===== config.mk =====
export PLATFORM = sky130hd
export DESIGN_NAME = multicycle_controller
export DESIGN_NICKNAME = d
export VERILOG_FILES = /design/src/rtl/multicycle_controller.sv
export SDC_FILE = /design/constraint.sdc
export NUM_CORES = 1
export LEC_CHECK = 0
export BUFFER_PORTS_ARGS = -buffer_cell sky130_fd_sc_hd__buf_4
export CORE_MARGIN = 10
export CORE_UTILIZATION = 54
export CTS_CLUSTER_DIAMETER = 80
export CTS_CLUSTER_SIZE = 40
export DETAILED_ROUTE_END_ITERATION = 7
export GPL_ROUTABILITY_DRIVEN = 0
export PLACE_DENSITY = 0.83
export SETUP_SLACK_MARGIN = 0.4
export SKIP_CTS_REPAIR_TIMING = 1
export SLEW_MARGIN = 20
export SYNTH_ARGS = -nofsm -noshare
export SYNTH_HDL_FRONTEND = slang
export SYNTH_SLANG_ARGS = --single-unit

===== constraint.sdc =====
create_clock -name clk -period 3.6 [get_ports clk]
set_input_delay 0.36 -clock clk [delete_from_list [all_inputs] [get_ports clk]]
set_output_delay 0.36 -clock clk [all_outputs]
set_load 0.005 [all_outputs]

===== src/rtl/multicycle_controller.sv =====
// -----------------------------------------------------------------------------
// multicycle_controller
//
// Moore FSM that runs the CPU datapath for one instruction per start/waiting
// handshake. It covers arithmetic/move operations, memory load/store over a
// ready-based memory handshake, HALT, and illegal-opcode detection.
//
// Optional feature (compile-time macro MEM_TIMEOUT_EN):
//   defined   - a RD/WR state that waits TIMEOUT_CYC cycles without mem_ready
//               gives up. The FSM returns to WAIT and sets err.
//   undefined - no timeout counter; RD/WR wait for mem_ready indefinitely.
//
// Parameters:
//   TIMEOUT_CYC  memory stall limit in cycles (1..255, used with MEM_TIMEOUT_EN)
//   CNT_W        stall counter width, derived from TIMEOUT_CYC
//
// Ports:
//   clk, rst_n        clock, synchronous active-low reset
//   start             execute the instruction on opcode/op (taken in WAIT only)
//   opcode, op        instruction class / sub-operation
//   mem_ready         memory finished the current read/write this cycle
//   waiting           idle, ready for start
//   halted            HALT executed (only rst_n leaves it)
//   err               illegal opcode / memory timeout, sticky until next start
//   reg_sel           register-file index mux: 00 Rm, 01 Rd, 10 Rn
//   wb_sel            writeback mux: 00 C, 10 sximm8, 11 mem_rdata
//   w_en              register-file write
//   en_A/en_B/en_C    pipeline register loads
//   en_status         status register load
//   sel_A, sel_B      ALU source mux (sel_A=1 zero, sel_B=1 sximm5)
//   load_addr         load memory address register from C
//   mem_cmd           00 none, 01 read, 10 write
//
// State table:
//   state  | meaning
//   WAIT   | idle, accepting start
//   MOVI   | write sximm8 into Rn
//   GET_B  | read Rm into B
//   GET_A  | read Rn into A
//   ALU    | compute into C
//   STAT   | load status flags (CMP)
//   WB     | write C into Rd
//   ADDR   | C = A + sximm5 (effective address)
//   LADDR  | load memory address register
//   RD     | memory read, held until mem_ready
//   LWB    | write mem_rdata into Rd
//   GET_D  | read Rd into B (store data)
//   MOVD   | C = 0 + B (store data to C)
//   WR     | memory write, held until mem_ready
//   HALT   | terminal, only rst_n exits
// -----------------------------------------------------------------------------
module multicycle_controller #(
  parameter int TIMEOUT_CYC = 16,
  parameter int CNT_W       = $clog2(TIMEOUT_CYC + 1)
) (
  input  logic       clk,
  input  logic       rst_n,
  input  logic       start,
  input  logic [2:0] opcode,
  input  logic [1:0] op,
  input  logic       mem_ready,
  output logic       waiting,
  output logic       halted,
  output logic       err,
  output logic [1:0] reg_sel,
  output logic [1:0] wb_sel,
  output logic       w_en,
  output logic       en_A,
  output logic       en_B,
  output logic       en_C,
  output logic       en_status,
  output logic       sel_A,
  output logic       sel_B,
  output logic       load_addr,
  output logic [1:0] mem_cmd
);

  if (TIMEOUT_CYC < 1 || TIMEOUT_CYC > 255 || CNT_W != $clog2(TIMEOUT_CYC + 1)) begin : g_param_check
    $error("multicycle_controller: TIMEOUT_CYC must be 1..255 and CNT_W must not be overridden");
  end

  localparam logic [4:0] I_MOVI = 5'b11010;
  localparam logic [4:0] I_MOV  = 5'b11000;
  localparam logic [4:0] I_ADD  = 5'b10100;
  localparam logic [4:0] I_CMP  = 5'b10101;
  localparam logic [4:0] I_AND  = 5'b10110;
  localparam logic [4:0] I_MVN  = 5'b10111;
  localparam logic [4:0] I_LDR  = 5'b01100;
  localparam logic [4:0] I_STR  = 5'b10000;
  localparam logic [4:0] I_HALT = 5'b11100;

  typedef enum logic [3:0] {
    S_WAIT, S_MOVI, S_GET_B, S_GET_A, S_ALU, S_STAT, S_WB, S_ADDR,
    S_LADDR, S_RD, S_LWB, S_GET_D, S_MOVD, S_WR, S_HALT
  } state_t;

  state_t     state_q, state_d;
  logic [4:0] ins_q, ins_d;
  logic       err_q, err_d;
  logic [4:0] ins_in;

  assign ins_in = {opcode, op};

  // First state of each legal instruction; S_WAIT marks an illegal code.
  function automatic state_t first_state(input logic [4:0] ins);
    case (ins)
      I_MOVI:                      first_state = S_MOVI;
      I_MOV, I_ADD, I_CMP,
      I_AND, I_MVN:                first_state = S_GET_B;
      I_LDR, I_STR:                first_state = S_GET_A;
      I_HALT:                      first_state = S_HALT;
      default:                     first_state = S_WAIT;
    endcase
  endfunction

`ifdef MEM_TIMEOUT_EN
  localparam logic [CNT_W-1:0] CNT_LAST = CNT_W'(TIMEOUT_CYC - 1);
  logic [CNT_W-1:0] cnt_q, cnt_d;
`endif

  always_ff @(posedge clk) begin
    if (!rst_n) begin
      state_q <= S_WAIT;
      ins_q   <= 5'b00000;
      err_q   <= 1'b0;
`ifdef MEM_TIMEOUT_EN
      cnt_q   <= '0;
`endif
    end else begin
      state_q <= state_d;
      ins_q   <= ins_d;
      err_q   <= err_d;
`ifdef MEM_TIMEOUT_EN
      cnt_q   <= cnt_d;
`endif
    end
  end

  always_comb begin
    state_d = state_q;
    ins_d   = ins_q;
    err_d   = err_q;
`ifdef MEM_TIMEOUT_EN
    // Cleared everywhere outside RD/WR, so it is zero on entry to either.
    cnt_d   = '0;
`endif
    case (state_q)
      S_WAIT: begin
        if (start) begin
          if (first_state(ins_in) == S_WAIT) begin
            err_d = 1'b1;
          end else begin
            ins_d   = ins_in;
            err_d   = 1'b0;
            state_d = first_state(ins_in);
          end
        end
      end
      S_MOVI:  state_d = S_WAIT;
      S_GET_B: state_d = (ins_q == I_MOV || ins_q == I_MVN) ? S_ALU : S_GET_A;
      S_GET_A: begin
        if (ins_q == I_LDR || ins_q == I_STR) state_d = S_ADDR;
        else if (ins_q == I_CMP)              state_d = S_STAT;
        else                                  state_d = S_ALU;
      end
      S_ALU:   state_d = S_WB;
      S_STAT:  state_d = S_WAIT;
      S_WB:    state_d = S_WAIT;
      S_ADDR:  state_d = S_LADDR;
      S_LADDR: state_d = (ins_q == I_LDR) ? S_RD : S_GET_D;
      S_LWB:   state_d = S_WAIT;
      S_GET_D: state_d = S_MOVD;
      S_MOVD:  state_d = S_WR;
      S_RD, S_WR: begin
        // mem_ready on the expiry cycle still counts as normal completion.
        if (mem_ready) begin
          state_d = (state_q == S_RD) ? S_LWB : S_WAIT;
        end
`ifdef MEM_TIMEOUT_EN
        else if (cnt_q == CNT_LAST) begin
          state_d = S_WAIT;
          err_d   = 1'b1;
        end else begin
          cnt_d = cnt_q + 1'b1;
        end
`endif
      end
      S_HALT:  state_d = S_HALT;
      default: state_d = S_WAIT;
    endcase
  end

  assign err = err_q;

  always_comb begin
    waiting   = 1'b0;
    halted    = 1'b0;
    reg_sel   = 2'b00;
    wb_sel    = 2'b00;
    w_en      = 1'b0;
    en_A      = 1'b0;
    en_B      = 1'b0;
    en_C      = 1'b0;
    en_status = 1'b0;
    sel_A     = 1'b0;
    sel_B     = 1'b0;
    load_addr = 1'b0;
    mem_cmd   = 2'b00;
    case (state_q)
      S_WAIT:  waiting = 1'b1;
      S_MOVI: begin
        reg_sel = 2'b10;
        wb_sel  = 2'b10;
        w_en    = 1'b1;
      end
      S_GET_B: en_B = 1'b1;
      S_GET_A: begin
        reg_sel = 2'b10;
        en_A    = 1'b1;
      end
      S_ALU: begin
        en_C  = 1'b1;
        // MOV passes B through by adding it to zero.
        sel_A = (ins_q == I_MOV);
      end
      S_STAT:  en_status = 1'b1;
      S_WB: begin
        reg_sel = 2'b01;
        w_en    = 1'b1;
      end
      S_ADDR: begin
        sel_B = 1'b1;
        en_C  = 1'b1;
      end
      S_LADDR: load_addr = 1'b1;
      S_RD:    mem_cmd   = 2'b01;
      S_LWB: begin
        reg_sel = 2'b01;
        wb_sel  = 2'b11;
        w_en    = 1'b1;
      end
      S_GET_D: begin
        reg_sel = 2'b01;
        en_B    = 1'b1;
      end
      S_MOVD: begin
        sel_A = 1'b1;
        en_C  = 1'b1;
      end
      S_WR:    mem_cmd = 2'b10;
      S_HALT:  halted  = 1'b1;
      default: waiting = 1'b0;
    endcase
  end

endmodule


==> flow_summary.rst, run 1 <==
.. list-table::
   :header-rows: 1

   * - Metric
     - Value
   * - Iteration count of the initial detailed-routing pass
     - 4
   * - Worst Path Class, Setup
     - flip-flop to primary output
   * - Switching part of the total power
     - 0.415
   * - Number of fill cells in the layout
     - 141
   * - Top post-synthesis cells by count
     - 13 x nor2_1, 10 x dfxtp_1, 9 x a21oi_1, 8 x nand2_1
   * - Hold WC Path Type
     - input pin to flip-flop
   * - Drt total wl
     - 2360 um
   * - Via count
     - 959
   * - Static leakage
     - 0.500 nW
   * - Net count of the mapped netlist
     - 129
   * - Share of power burned in registers
     - 0.332
   * - Clock group share of total power
     - 0.133
   * - Number of antenna violations at the first check in global routing
     - 0
   * - Arrival time reported for the critical path endpoint
     - 1.72 ns
   * - Area occupied by multi-input gates
     - 653 um^2
   * - Relative max-transition margin
     - 0.609
   * - Final critical delay including setup and external delays
     - 2.08 ns
   * - Post-layout power
     - 0.559 mW
   * - Internal power component
     - 0.328 mW
   * - Number of buffers added on ports
     - 25
   * - Area share of the largest cell type after synthesis
     - 0.221
   * - CTS tree
     - yes
   * - Seq. cell area
     - 200 um^2
   * - Vias per Instance
     - 6.11
   * - Estimated wirelength of the detail-placed design
     - 1810 um
   * - Core region area
     - 1540 um^2
   * - Dominant cell type by area after synthesis
     - dfxtp_1
   * - Min-delay src
     - rst_n
   * - Max Clock Skew
     - 0.000840 ns
   * - Die W
     - 61.0 um
   * - Number of buffers on the longest clock path
     - 2
   * - Total negative slack for setup checks
     - 0 ns
   * - Fraction of registers with async set or reset after synthesis
     - 0
   * - Clock tree root driver cell
     - clkbuf_4
   * - Gate power share
     - 0.534
   * - Highest clock frequency the design can meet
     - 480 MHz
   * - Area after detailed placement
     - 1080 um^2
   * - Warning count from the yosys run
     - 0
   * - MaxCap Viol Count
     - 0
   * - All-layer global routing usage
     - 0.130
   * - Sequential cell area fraction in the yosys report
     - 0.221
   * - Number of remaining DRC errors
     - 0
   * - Worst-Margin Slew
     - 0.586 ns
   * - Count of routing violations after the opening detailed-route iteration
     - 33
   * - Setup repair after global routing missed its margin
     - false
   * - Power density cells
     - 509 nW/um^2
   * - Peak ir drop on the vdd network
     - 0.364 mV
   * - Crit end category
     - primary output
   * - H-tree levels
     - 1
   * - Cell area after layout
     - 1100 um^2
   * - Ant diodes
     - 0
   * - Synthesis-stage register bit count
     - 10
   * - Post-DRT Antenna Nets
     - 0
   * - Status
     - complete, no violations
   * - Layout overhead on the synthesized area
     - 21.2%
   * - Nets
     - 152
   * - CP required
     - 3.24 ns
   * - Post-Syn Instances
     - 120
   * - Via count of the first global-routing pass
     - 859
   * - Total clock buffers created by CTS
     - 3
   * - Number of pins exceeding their max-slew limit in the final report
     - 0
   * - Post-synth EDFFs
     - 0
   * - Most frequent cell after synthesis
     - nor2_1
   * - Final setup violating endpoints
     - 0
   * - Sum of overflow across all layers after global routing
     - 0
   * - Mapped Area
     - 907 um^2
   * - Count of cell types in the netlist
     - 47
   * - Startpoint of the most critical register-to-register path
     - state_q[3]
   * - Number of clock sinks
     - 10
   * - Startpoint kind of the worst setup timing path
     - flip-flop
   * - Maximum number of pins on one net before global-route repair
     - 21
   * - Average wire per standard cell
     - 15.0 um
   * - Worst-path clk slew
     - 0.06 ns
   * - Final Hold Fails
     - 0
   * - Top_reg_cell synth
     - dfxtp_1
   * - Initial standard-cell utilization of the core
     - 0.588
   * - Crit-path max FO
     - 14
   * - First-pass GRT wire length
     - 3840 um
   * - Total number of placement rows
     - 14
   * - Post-Syn Area per Cell
     - 7.56 um^2
   * - Worst setup startpoint
     - state_q[3]
   * - Die Footprint
     - 3720 um^2
   * - I/O Pins
     - 26
   * - Skew-Pair Late Insertion Delay
     - 0.26 ns
   * - Die H
     - 61.0 um
   * - Share of cells above drive strength 1
     - 0.255
   * - Post-route clock period utilization
     - 0.579
   * - Top post-synthesis cells by area
     - dfxtp_1 22%, mux2i_1 5.5%, nor2_1 5.4%
   * - Switching power
     - 0.232 mW
## critical path, stage by stage (launching register included)
cell,delay (ns)
dfxtp_1,0.60
inv_1,0.19
or3_1,0.40
a21oi_1,0.13
buf_4,0.13
## metrics by stage
stage	cells	utilization	setup WS [ns]	hold WS, ns
2_1_floorplan	120	-	2.07	0.482
3_3_place_gp	154	0.699	1.84	0.507
3_5_place_dp	154	0.699	1.75	0.526
4_1_cts	157	0.713	1.54	0.379
5_1_grt	157	0.713	1.39	0.399
6_report	157	0.713	1.52	0.381
## state kept, by name (all words and copies together), names as in the netlist
| register | flops |
|---|---|
| ins_q | 5 |
| state_q | 4 |
| err | 1 |
## path summary, 6_finish.rpt
kind	end	slack [ns]	cells after the start
hold reg to reg	ins_q[0]	0.54	2
setup reg to reg	state_q[2]	1.69	5
setup / recovery	wb_sel[1]	1.52	4
hold / removal	err	0.38	2
## layout by cell type (no fill, tap or decap), types with 2 or more instances in the layout
cell | netlist | final
nand2_1 | 8 | 8
a21oi_1 | 9 | 9
nor4b_1 | 3 | 3
inv_1 | 3 | 3
a21o_1 | 2 | 2
or3_1 | 3 | 3
nor3_1 | 4 | 4
buf_4 | 0 | 25
dfxtp_1 | 10 | 10
o211a_1 | 2 | 2
xor2_1 | 2 | 2
mux2i_1 | 5 | 5
nand3_1 | 4 | 4
clkbuf_4 | 0 | 3
nor2_1 | 13 | 13
o21ai_0 | 5 | 5
and3_1 | 2 | 2
nand2b_1 | 6 | 6
nor2b_1 | 6 | 6
## routing by layer
metal	routed length (um)	track usage	part of all wire
met1	1080	0.154	0.46
met2	1040	0.202	0.44
met3	227	0.0501	0.096
met4	12	0.0564	0.0051
met5	0	0	0
## cell type report
type,count,share of cell area
sequential,10,0.182
clock buffer,3,0.0205
tap,16,0.0182
timing repair buffer,25,0.171
multi-input combinational,99,0.594
inverter,4,0.0148
## power groups by stage
stage | combinational (mW) | clock, mW | sequential, mW
floorplan | 0.258 | 0 | 0.143
global placement | 0.295 | 0 | 0.184
detailed placement | 0.298 | 0 | 0.187
CTS | 0.301 | 0.0763 | 0.184
global route | 0.330 | 0.0836 | 0.191
finish | 0.299 | 0.0746 | 0.186
## kinds of logic after synthesis
group	share of synthesized area
AOI/OAI and AO/OA	0.258
xor gates and xnor gates	0.0193
buffers and inverters	0.0593
DFF	0.221
muxes	0.0676
and+or+nand+nor	0.375
Power figures use the tool's default switching activity.
==> inputs of run 2 (changes only) <==
- CORE_UTILIZATION: 54 -> 51
- PLACE_DENSITY: 0.83 -> 0.79
- clock period: 3.6 -> 2.2 ns (I/O delays scaled with it)
==> flow_summary.rst, run 2 (synthesized netlist as in run 1, its figures left out) <==
.. list-table::
   :header-rows: 1

   * - Metric
     - Value
   * - Status
     - complete, no violations
   * - Max Clock Skew
     - 0.00395 ns
   * - Power density cells
     - 831 nW/um^2
   * - Crit end category
     - primary output
   * - FF-to-FF End
     - state_q[2]
   * - Share of cells above drive strength 1
     - 0.296
   * - Layout overhead on the synthesized area
     - 24.4%
   * - Most frequent standard cell in the layout excluding fill and tap cells
     - buf_4
   * - CTS tree
     - yes
   * - Worst-path clk slew
     - 0.06 ns
   * - I/O Pins
     - 26
   * - Hold Worst Slack
     - 0.239 ns
   * - Peak ir drop on the vdd network
     - 0.559 mV
   * - Internal power component
     - 0.554 mW
   * - Post-DRT Antenna Nets
     - 0
   * - Drt total wl
     - 2320 um
   * - Via count of the first global-routing pass
     - 845
   * - Switching part of the total power
     - 0.410
   * - Total number of placement rows
     - 15
   * - Skew-Pair Late Insertion Delay
     - 0.26 ns
   * - Number of buffer and inverter instances along the worst setup path
     - 1
   * - Final critical delay including setup and external delays
     - 1.73 ns
   * - Critical path's slowest cell
     - nor4b_1
   * - DR WL met3
     - 140 um
   * - Total negative slack for setup checks
     - 0 ns
   * - Die H
     - 62.2 um
   * - MaxCap Viol Count
     - 0
   * - Worst Hold End
     - err
   * - Cell-by-cell listing of the critical path
     - nor4b_1, a21oi_1, nor2_1, buf_4
   * - Total clock buffers created by CTS
     - 3
   * - Number of buffers on the longest clock path
     - 2
   * - Number of remaining DRC errors
     - 0
   * - Die W
     - 62.2 um
   * - Final setup violating endpoints
     - 0
   * - Initial standard-cell utilization of the core
     - 0.531
   * - Estimated wirelength of the detail-placed design
     - 1850 um
   * - Number of pins exceeding their max-slew limit in the final report
     - 0
   * - Maximum number of pins on one net before global-route repair
     - 21
   * - Ant diodes
     - 0
   * - Count of routing violations after the opening detailed-route iteration
     - 20
   * - Nets
     - 153
   * - Seq. cell area
     - 208 um^2
   * - Reg2reg path depth
     - 5
   * - Startpoint of the most critical register-to-register path
     - state_q[1]
   * - Worst Path Class, Setup
     - flip-flop to primary output
   * - Vias per Instance
     - 5.74
   * - Number of buffers added on ports
     - 25
   * - Hold WC Path Type
     - input pin to flip-flop
   * - Share of power burned in registers
     - 0.301
   * - Min-delay src
     - rst_n
   * - First-pass GRT wire length
     - 3770 um
   * - Sum of overflow across all layers after global routing
     - 0
   * - H-tree levels
     - 1
   * - Arrival time reported for the critical path endpoint
     - 1.51 ns
   * - Startpoint kind of the worst setup timing path
     - flip-flop
   * - Post-route clock period utilization
     - 0.787
   * - Number of clock sinks
     - 10
   * - Final Hold Fails
     - 0
   * - Crit-path max FO
     - 6
   * - Levels on crit path
     - 4
   * - Number of antenna violations at the first check in global routing
     - 0
   * - Switching power
     - 0.384 mW
   * - Worst-Margin Slew
     - 0.527 ns
   * - Relative max-transition margin
     - 0.644
   * - Minimum setup slack among reg-to-reg paths
     - 0.53 ns
   * - All-layer global routing usage
     - 0.112
   * - Number of fill cells in the layout
     - 161
   * - Die Footprint
     - 3870 um^2
   * - Core region area
     - 1710 um^2
   * - CP required
     - 1.98 ns
   * - Clock group share of total power
     - 0.130
   * - Family of cells with the greatest summed delay on the critical path
     - simple AND/OR/NAND/NOR gates
   * - Average wire per standard cell
     - 13.9 um
   * - Most used cells in the layout excluding fill and tap cells
     - 26 x buf_4, 13 x nor2_1, 9 x a21oi_1, 8 x nand2_1
   * - Area occupied by multi-input gates
     - 656 um^2
   * - Number of cells on the worst hold path
     - 2
   * - M1 wire length
     - 1140 um
   * - Iteration count of the initial detailed-routing pass
     - 4
   * - Largest incremental delay on the critical path
     - 0.48 ns
   * - Static leakage
     - 0.508 nW
   * - Total length of routed met2 wires
     - 996 um
   * - Post-layout power
     - 0.938 mW
   * - Most flop-heavy register
     - ins_q
   * - Setup repair after global routing missed its margin
     - false
   * - Max reg flops
     - 5
   * - Clock tree root driver cell
     - clkbuf_4
   * - Top layer reached by signal wires
     - met4
   * - Gate power share
     - 0.568
   * - Highest clock frequency the design can meet
     - 578 MHz
   * - Via count
     - 959
==> run 2: changes by cell type in the layout (fill, tap and decap cells not counted) <==
cell,previous run,this run
dfxtp_1,10,6
nor2b_2,0,1
nor2b_1,6,5
dfxtp_2,0,3
dfxtp_4,0,1
buf_4,25,26
==> run 2: per-layer routing <==
| layer | track usage | vias up |
|---|---|---|
| met1 | 0.140 | 434 |
| met2 | 0.171 | 32 |
| met4 | 0.0543 | 0 |
| li1 | - | 488 |
| met3 | 0.0323 | 5 |
| met5 | 0 | - |
==> run 2: power groups by stage <==
stage	clock network [mW]	logic [mW]	registers, mW
global route	0.138	0.586	0.292
detailed placement	0	0.529	0.279
global placement	0	0.524	0.280
floorplan	0	0.422	0.235
finish	0.122	0.533	0.283
CTS	0.123	0.532	0.276
==> run 2: area by class of cell <==
class                      count  area share
clock buffer                   3      0.0200
inverter                       4      0.0144
tap                           25      0.0277
timing repair buffer          26       0.173
sequential                    10       0.184
multi-input combinational     99       0.581
==> run 2: worst reg2reg max path, cell delays in order, from the launching register on <==
cell and delay [ns]:
dfxtp_2 0.37, nand2b_1 0.24, or3b_2 0.50, o311a_1 0.15, o31ai_1 0.24, a31oi_1 0.06
==> run 2: worst max path at each step <==
| stage | endpoint | start | slack (ns) |
|---|---|---|---|
| 3_3_place_gp | state_q[2] | state_q[3] | 0.43 |
| 4_1_cts | wb_sel[1] | state_q[3] | 0.31 |
| 5_1_grt | sel_A | ins_q[0] | 0.41 |
| 2_1_floorplan | ins_q[1] | state_q[2] | 0.67 |
| 3_5_place_dp | state_q[2] | state_q[3] | 0.38 |
| 6_report | sel_A | ins_q[3] | 0.47 |
==> run 2: stage by stage <==
stage | cells | instance area (um^2) | util | worst slack [ns]
CTS | 167 | 1120 | 0.655 | 0.308
detailed placement | 164 | 1100 | 0.642 | 0.382
floorplan | 120 | 907 | - | 0.671
global route | 167 | 1130 | 0.661 | 0.410
global placement | 164 | 1100 | 0.642 | 0.433
finish | 167 | 1130 | 0.661 | 0.469
